--- src/rtl/dmem_arbiter_if.sv ---
// rtl/dmem_arbiter_if.sv - request/response channel between one master and the data-memory arbiter
interface dmem_arbiter_if;
  logic        req;
  logic        we;
  logic [31:0] addr;
  logic [2:0]  acc_type;
  logic [31:0] wdata;
  logic        gnt;
  logic        rvalid;
  logic [31:0] rdata;
  logic        err;

  modport master (output req, we, addr, acc_type, wdata, input gnt, rvalid, rdata, err);
  modport slave  (input req, we, addr, acc_type, wdata, output gnt, rvalid, rdata, err);
endinterface

--- src/rtl/dmem_arbiter.sv ---
// rtl/dmem_arbiter.sv - two-master arbiter and one-shot sequencer for the 256-word data memory
module dmem_arbiter #(
  parameter int unsigned ADDR_LIMIT  = 1024,
  parameter int          M0_PRIORITY = 0
) (
  input  logic          clk,
  input  logic          rst,
  dmem_arbiter_if.slave m0,
  dmem_arbiter_if.slave m1,
  output logic          mem_W_en,
  output logic          mem_R_en,
  output logic [31:0]   mem_addr,
  output logic [2:0]    mem_RW_type,
  output logic [31:0]   mem_din,
  input  logic [31:0]   mem_dout,
  output logic [7:0]    err_count
);
  typedef enum logic [1:0] {IDLE, ACCESS, RESP} state_t;

  state_t      state;
  logic        last_id;
  logic        l_we;
  logic        l_id;
  logic        l_err;
  logic        rvalid0_q;
  logic        rvalid1_q;
  logic        err_q;
  logic [31:0] rdata_q;

  logic        can_accept;
  logic        sel1;
  logic        gnt0;
  logic        gnt1;
  logic        accept;
  logic        w_we;
  logic [31:0] w_addr;
  logic [2:0]  w_type;
  logic [31:0] w_wdata;
  logic        w_err;

  // last_id=1 means m1 was granted last, so m0 takes the next tie.
  always_comb begin
    can_accept = ~rst & (state != ACCESS);
    sel1       = m1.req & (~m0.req | ((M0_PRIORITY == 0) & ~last_id));
    gnt0       = can_accept & m0.req & ~sel1;
    gnt1       = can_accept & sel1;
    accept     = gnt0 | gnt1;
    w_we       = sel1 ? m1.we       : m0.we;
    w_addr     = sel1 ? m1.addr     : m0.addr;
    w_type     = sel1 ? m1.acc_type : m0.acc_type;
    w_wdata    = sel1 ? m1.wdata    : m0.wdata;
    w_err      = ((w_type[1:0] == 2'b01) & w_addr[0])
               | (w_type[1] & (w_addr[1:0] != 2'b00))
               | (w_addr >= ADDR_LIMIT);
  end

  assign m0.gnt    = gnt0;
  assign m1.gnt    = gnt1;
  assign m0.rvalid = rvalid0_q;
  assign m1.rvalid = rvalid1_q;
  assign m0.rdata  = rdata_q;
  assign m1.rdata  = rdata_q;
  assign m0.err    = err_q;
  assign m1.err    = err_q;

  always_ff @(posedge clk or posedge rst) begin
    if (rst) begin
      state       <= IDLE;
      last_id     <= 1'b1;
      l_we        <= 1'b0;
      l_id        <= 1'b0;
      l_err       <= 1'b0;
      mem_W_en    <= 1'b0;
      mem_R_en    <= 1'b0;
      mem_addr    <= 32'h0;
      mem_RW_type <= 3'h0;
      mem_din     <= 32'h0;
      rvalid0_q   <= 1'b0;
      rvalid1_q   <= 1'b0;
      err_q       <= 1'b0;
      rdata_q     <= 32'h0;
      err_count   <= 8'h0;
    end else begin
      rvalid0_q <= 1'b0;
      rvalid1_q <= 1'b0;
      case (state)
        IDLE, RESP: state <= accept ? ACCESS : IDLE;
        ACCESS: begin
          mem_W_en  <= 1'b0;
          mem_R_en  <= 1'b0;
          rdata_q   <= (~l_we & ~l_err) ? mem_dout : 32'h0;
          err_q     <= l_err;
          rvalid0_q <= ~l_id;
          rvalid1_q <= l_id;
          if (l_err && (err_count != 8'hFF))
            err_count <= err_count + 8'd1;
          state <= RESP;
        end
        default: state <= IDLE;
      endcase
      // Bus fields are launched on the grant edge so they are stable for the whole ACCESS cycle.
      if (accept) begin
        l_we        <= w_we;
        l_id        <= gnt1;
        l_err       <= w_err;
        last_id     <= gnt1;
        mem_addr    <= w_addr;
        mem_RW_type <= w_type;
        mem_din     <= w_wdata;
        mem_W_en    <= w_we & ~w_err;
        mem_R_en    <= ~w_we & ~w_err;
      end
    end
  end
endmodule

--- src/flat_wrapper.sv ---
// flat-port wrapper written by rule: the top's interface ports become plain ports
module dmem_arbiter_flat 
#(
  parameter int unsigned ADDR_LIMIT  = 1024,
  parameter int          M0_PRIORITY = 0
)
  (clk, rst, mem_W_en, mem_R_en, mem_addr, mem_RW_type, mem_din, mem_dout, err_count, m0_req, m0_we, m0_addr, m0_acc_type, m0_wdata, m0_gnt, m0_rvalid, m0_rdata, m0_err, m1_req, m1_we, m1_addr, m1_acc_type, m1_wdata, m1_gnt, m1_rvalid, m1_rdata, m1_err);
  dmem_arbiter_if m0_i ();
  dmem_arbiter_if m1_i ();
  input  logic clk;
  input  logic rst;
  output logic mem_W_en;
  output logic mem_R_en;
  output logic [31:0] mem_addr;
  output logic [2:0] mem_RW_type;
  output logic [31:0] mem_din;
  input  logic [31:0] mem_dout;
  output logic [7:0] err_count;
  input wire logic [$bits(m0_i.req)-1:0] m0_req;
  input wire logic [$bits(m0_i.we)-1:0] m0_we;
  input wire logic [$bits(m0_i.addr)-1:0] m0_addr;
  input wire logic [$bits(m0_i.acc_type)-1:0] m0_acc_type;
  input wire logic [$bits(m0_i.wdata)-1:0] m0_wdata;
  output wire logic [$bits(m0_i.gnt)-1:0] m0_gnt;
  output wire logic [$bits(m0_i.rvalid)-1:0] m0_rvalid;
  output wire logic [$bits(m0_i.rdata)-1:0] m0_rdata;
  output wire logic [$bits(m0_i.err)-1:0] m0_err;
  input wire logic [$bits(m1_i.req)-1:0] m1_req;
  input wire logic [$bits(m1_i.we)-1:0] m1_we;
  input wire logic [$bits(m1_i.addr)-1:0] m1_addr;
  input wire logic [$bits(m1_i.acc_type)-1:0] m1_acc_type;
  input wire logic [$bits(m1_i.wdata)-1:0] m1_wdata;
  output wire logic [$bits(m1_i.gnt)-1:0] m1_gnt;
  output wire logic [$bits(m1_i.rvalid)-1:0] m1_rvalid;
  output wire logic [$bits(m1_i.rdata)-1:0] m1_rdata;
  output wire logic [$bits(m1_i.err)-1:0] m1_err;
  assign m0_i.req = m0_req;
  assign m0_i.we = m0_we;
  assign m0_i.addr = m0_addr;
  assign m0_i.acc_type = m0_acc_type;
  assign m0_i.wdata = m0_wdata;
  assign m0_gnt = m0_i.gnt;
  assign m0_rvalid = m0_i.rvalid;
  assign m0_rdata = m0_i.rdata;
  assign m0_err = m0_i.err;
  assign m1_i.req = m1_req;
  assign m1_i.we = m1_we;
  assign m1_i.addr = m1_addr;
  assign m1_i.acc_type = m1_acc_type;
  assign m1_i.wdata = m1_wdata;
  assign m1_gnt = m1_i.gnt;
  assign m1_rvalid = m1_i.rvalid;
  assign m1_rdata = m1_i.rdata;
  assign m1_err = m1_i.err;
  dmem_arbiter #(.ADDR_LIMIT(ADDR_LIMIT), .M0_PRIORITY(M0_PRIORITY)) u_core (.clk(clk), .rst(rst), .m0(m0_i), .m1(m1_i), .mem_W_en(mem_W_en), .mem_R_en(mem_R_en), .mem_addr(mem_addr), .mem_RW_type(mem_RW_type), .mem_din(mem_din), .mem_dout(mem_dout), .err_count(err_count));
endmodule
--- config.mk ---
export PLATFORM = sky130hd
export DESIGN_NAME = dmem_arbiter_flat
export DESIGN_NICKNAME = d
export VERILOG_FILES = /design/src/rtl/dmem_arbiter_if.sv /design/src/rtl/dmem_arbiter.sv /design/src/flat_wrapper.sv
export SDC_FILE = /design/constraint.sdc
export NUM_CORES = 1
export LEC_CHECK = 0
export ABC_CLOCK_PERIOD_IN_PS = 9600
export CORE_AREA = 2 2 125 127
export DETAILED_ROUTE_END_ITERATION = 7
export DIE_AREA = 0 0 127 129
export PLACE_DENSITY = 0.77
export SLEW_MARGIN = 40
export SYNTH_ARGS = -nofsm -noshare
export SYNTH_HDL_FRONTEND = slang
export SYNTH_SLANG_ARGS = --single-unit
--- constraint.sdc ---
create_clock -name clk -period 9.6 [get_ports clk]
set_input_delay 2.4 -clock clk [delete_from_list [all_inputs] [get_ports clk]]
set_output_delay 2.4 -clock clk [all_outputs]
set_load 0.02 [all_outputs]
After elaboration in Yosys (flattened, before gate mapping)
Cells that the tools add are included.
{ "word_totals": {"register_bits": 118, "input_bits": 172} }
{ "classes": {"add_sub_neg": 1, "magnitude_cmp": 1, "eq_ne": 5, "muxes": 12, "bitwise": 23, "n_reduce_logical": 6} }
{ "op_table": {"columns": ["cell", "count"], "rows": [
  ["2-to-1 mux 32 bit", 3],
  ["greater-or-equal comparator 32 x 11 -> 1 bit (second input constant)", 1],
  ["AND 1 bit", 10],
  ["NOT 1 bit", 9],
  ["adder 8 x 1 -> 8 bit (second input constant)", 1],
  ["inequality test 8 bit (second input constant)", 1],
  ["2-to-1 mux 1 bit", 7],
  ["equality test 2 x 1 -> 1 bit (second input constant)", 2],
  ["bitwise OR 1 bit", 4],
  ["case mux 2 bit (2 select lines)", 1],
  ["nonzero test 2 bit", 2],
  ["2-to-1 mux 3 bit", 1],
  ["equality test 2 bit (second input constant)", 1],
  ["zero test 2 bit", 1],
  ["inequality test 2 x 1 -> 1 bit (second input constant)", 1],
  ["AND reduction 2 bit", 1],
  ["OR reduction 2 bit", 1],
  ["logical AND 1 bit", 1]
]} }

Depth between registers and ports, before layout
{ "depth": {"word_depth": 11, "mapped_depth": 8} }

Least setup slack after synthesis
Ideal clock, no wire load.
{ "synth_path": {"path_kind": "input-to-output", "start": "input rst", "end": "output m0_gnt", "arrival_ns": 5.699, "path_slack_ns": 1.501, "path_stages": 3, "path_buffers": 0, "cell_sequence": "inv_1 > nand3_1 > nor2_1"} }
{ "synth_between": {"elab_chain_len": 4} }
{ "synth_lines": {"columns": ["element", "line", "rtl"], "rows": [
  ["from (decl)", "flat_wrapper.sv:11", "input logic rst;"],
  ["NOT 1 bit", "dmem_arbiter.sv:43", "can_accept = ~rst & (state != ACCESS);"],
  ["AND 1 bit", "dmem_arbiter.sv:43", null],
  ["AND 1 bit (2 in series)", "dmem_arbiter.sv:45", "gnt0 = can_accept & m0.req & ~sel1;"],
  ["to (decl)", "flat_wrapper.sv:24", "output wire logic [$bits(m0_i.gnt)-1:0] m0_gnt;"]
]} }
Every way passes these cells.

Worst setup path in the final report
{ "layout_path": {"start": "input m1_req", "end": "output m1_gnt"} }
{ "layout_between": {"elab_chain_len": 2} }
{ "layout_lines": {"columns": ["element", "line", "rtl"], "rows": [
  ["from (decl)", "flat_wrapper.sv:28", "input wire logic [$bits(m1_i.req)-1:0] m1_req;"],
  ["AND 1 bit", "dmem_arbiter.sv:44", "sel1 = m1.req & (~m0.req | ((M0_PRIORITY == 0) & ~last_id));"],
  ["AND 1 bit", "dmem_arbiter.sv:46", "gnt1 = can_accept & sel1;"],
  ["to (decl)", "flat_wrapper.sv:33", "output wire logic [$bits(m1_i.gnt)-1:0] m1_gnt;"]
]} }
Every way passes these cells.

==> metrics.md <==
| Metric | Value |
|---|---|
| Status | complete, no violations |
| Setup Crit Path Kind | primary input to output pin |
| ANT cells | 0 |
| Initial DRC count | 271 |
| First-pass GRT wire length | 25.8 mm |
| Max Clock Skew | 0.00684 ns |
| Power Dens Cells | 192 nW/um^2 |
| Relative slew slack | 48.8% |
| Mapped cell area | 5380 um^2 |
| WP data required | 7.20 ns |
| Seq/Total Area, Yosys | 55.0% |
| Count of cell types in the netlist | 39 |
| Reg clk slew, reported paths | 0.05 ns |
| Mapped Nets | 656 |
| Post-Synthesis Cells | 483 |
| Die footprint | 16,400 um^2 |
| DR WL/cell | 16.9 um |
| Final setup fails | 0 |
| Post-detail-place hpwl | 12.4 mm |
| Most frequent cells in the layout | clkdlybuf4s50_1, dfrtp_1, nand2_1, mux2i_1, o21ai_0 |
| Synth area leaders | dfrtp_1, mux2i_1, a22o_1, buf_4, nand2_1 |
| Critical path's most frequent cell | clkdlybuf4s50_1 |
| Nets@finish | 935 |
| Pre-antenna DRT Iters | 4 |
| # clock sinks | 118 |
| Final Hold Vio Count | 0 |
| Worst path buffer plus inverter count | 3 |
| TritonCTS clock tree | done |
| Die width | 127 um |
| YS warnings | 0 |
| Vias per std cell | 4.92 |
| Worst hold margin | 0.457 ns |
| Slew @ Worst Pin | 0.768 ns |
| Io pins | 319 |
| Initial antenna violation count | 0 |
| GPL Wtd Cong | 0.809 |
| TritonCTS buffer count | 17 |
| Final period utilization | 72.2% |
| Post-Route Setup TNS | 0 ns |
| Tightest Hold Check Type | register to register |
| Area share of the largest cell type after synthesis | 54.5% |
| Synth area leader | dfrtp_1 |
| Top delay family on crit path | buffers and inverters |
| Worst EP arrival | 4.53 ns |
| Max incr delay on CP | 0.62 ns |
| Clock tree buffer depth | 2 |
| FF+latch area | 2950 um^2 |
| Tot Pwr | 1.74 mW |
| Avg Cell Area, Syn | 11.1 um^2 |
| Commonest non-fill, non-tap cell in the layout | clkdlybuf4s50_1 |
| Max-capacitance violation count | 0 |
| Post-CTS Setup Inserts | 0 |
| Final wirelength | 16.3 mm |
| GR Util All Layers | 20.4% |
| Final min period | 6.93 ns |
| Area Growth Syn to Fin | 68.2% |
| Initial Utilization | 35.9% |
| Pin count of the biggest net entering global routing | 139 |
| Vias in the first global route | 4,890 |
| Die Span Y | 129 um |
| Fill cell count | 1,192 |
| Total vias in the final route | 4,731 |
| Total gr overflow | 0 |
| Slowest CP cell | clkdlybuf4s50_1 |
| Fmax | 0.144 GHz |
| Final Max Slew Viols | 0 |
| Core ar. | 15,000 um^2 |
| Hold_buf cts | 0 |
| Post-CTS Resized | 0 |
| RSZ-0062 raised after global routing | false |
| H-Tree Level Count | 4 |
| Critical Path Fanout Max | 37 |
| Worst-Skew Late Latency | 0.41 ns |
| VDD IR max | 109 uV |
| Clock root cell | clkbuf_16 |
| Antenna Nets Post-Route | 0 |
| Startpoint types | primary input |
| Crit. End Element | output pin |
| Row Count | 45 |
| Leakage power | 3.89 nW |
| #FFs+latches synth | 118 |
| Final core occ | 60.4% |
| DRC Markers | 0 |
| Fraction of final layout cells sized beyond drive strength 1 | 5.69% |
| Area of the multi-input gates | 2020 um^2 |
| Port Buffers | 318 |
| Crit path cell chain | clkdlybuf4s50_1, a21boi_4, buf_4, and3_1, clkdlybuf4s50_1 |
-- cell usage after synthesis, drive strengths merged --
library cell / number
dfrtp: 117
nand2: 72
o21ai: 71
mux2i: 68
buf: 54
a22o: 32
nor4: 10
clkbuf: 9
nand3: 5
nor2: 5
xnor2: 5
nand4: 4
and3: 3
a211oi: 2
a21o: 2
and2: 2
and4: 2
inv: 2
mux2: 2
nand2b: 2
nor3: 2
xor2: 2
a21boi: 1
a41oi: 1
and4b: 1
dfstp: 1
ha: 1
nand3b: 1
o211ai: 1
o22a: 1
o31ai: 1
or3: 1
-- final timing paths --
check | from | end | slack, ns | cells past startpoint
worst max-delay path | m1_req | m1_gnt | 2.67 | 5
worst min-delay path | u_core.l_id$_DFFE_PP0P_ | u_core.m0.rvalid$_DFF_PP0_ | 0.46 | 1
worst max register to register | u_core.last_id$_DFFE_PP1P_ | u_core.mem_W_en$_DFFE_PP0P_ | 7.12 | 5
worst min register to register | u_core.l_id$_DFFE_PP0P_ | u_core.m0.rvalid$_DFF_PP0_ | 0.46 | 1
max in group asynchronous | rst | u_core.m0.rdata[31]$_DFFE_PP0P_ | 6.03 | 3
min in group asynchronous | rst | u_core.m1.rvalid$_DFF_PP0_ | 2.52 | 2
-- layer usage --
| metal | up-vias | track usage [%] | routed length [um] | share of wire [%] |
|---|---|---|---|---|
| met1 | 2246 | 23.1 | 6300 | 39 |
| met4 | 0 | 8.40 | 396 | 2.4 |
| met5 | - | 0 | 0 | 0 |
| met2 | 218 | 35.6 | 8250 | 51 |
| li1 | 2238 | - | - | - |
| met3 | 29 | 6.78 | 1320 | 8.1 |
-- kinds of logic (layout without fill, tap and decap cells) --
kind of cell               Yosys count  count (layout)  share of synthesized area (%)
and+or+nand+nor                    110             110                           9.38
muxes                               70              70                           13.1
xor gates and xnor gates             7               7                           1.14
adders and majority gates            1               1                          0.233
buffers and inverters               65             355                           7.94
DFF                                118             118                           55.0
AOI/OAI and AO/OA                  112             112                           13.3
-- report_power, final --
| part | switching [mW] | internal [mW] | leakage, nW | total (mW) |
|---|---|---|---|---|
| clock | 0.210 | 0.423 | 0.295 | 0.634 |
| combinational | 0.237 | 0.243 | 2.08 | 0.480 |
| sequential | 0.0498 | 0.573 | 1.51 | 0.623 |
-- registers in the layout (all words and copies together), names as in the netlist, 2 cells and up --
signal              flops
u_core.mem_din         32
u_core.state            2
u_core.err_count        8
u_core.mem_RW_type      3
u_core.m0.rdata        32
u_core.mem_addr        32
-- final cells by class --
type                            instances  share of cell area [%]
Tap cell                              188                    2.60
Inverter                                2                   0.111
Clock buffer                           21                    5.20
Sequential cell                       118                    32.7
Timing Repair Buffer                  323                    35.7
Multi-Input combinational cell        300                    22.3
Clock inverter                          9                    1.40
-- stage by stage --
stage | instance area [um^2] | std cells | setup WS (ns)
after floorplan | 5380 | 483 | 1.50
after global placement | 8430 | 931 | 2.68
after detailed placement | 8430 | 931 | 2.62
after CTS | 9030 | 961 | 2.61
after global routing | 9040 | 961 | 2.49
final | 9040 | 961 | 2.67
Note: power is estimated with default switching activity, not from simulation.
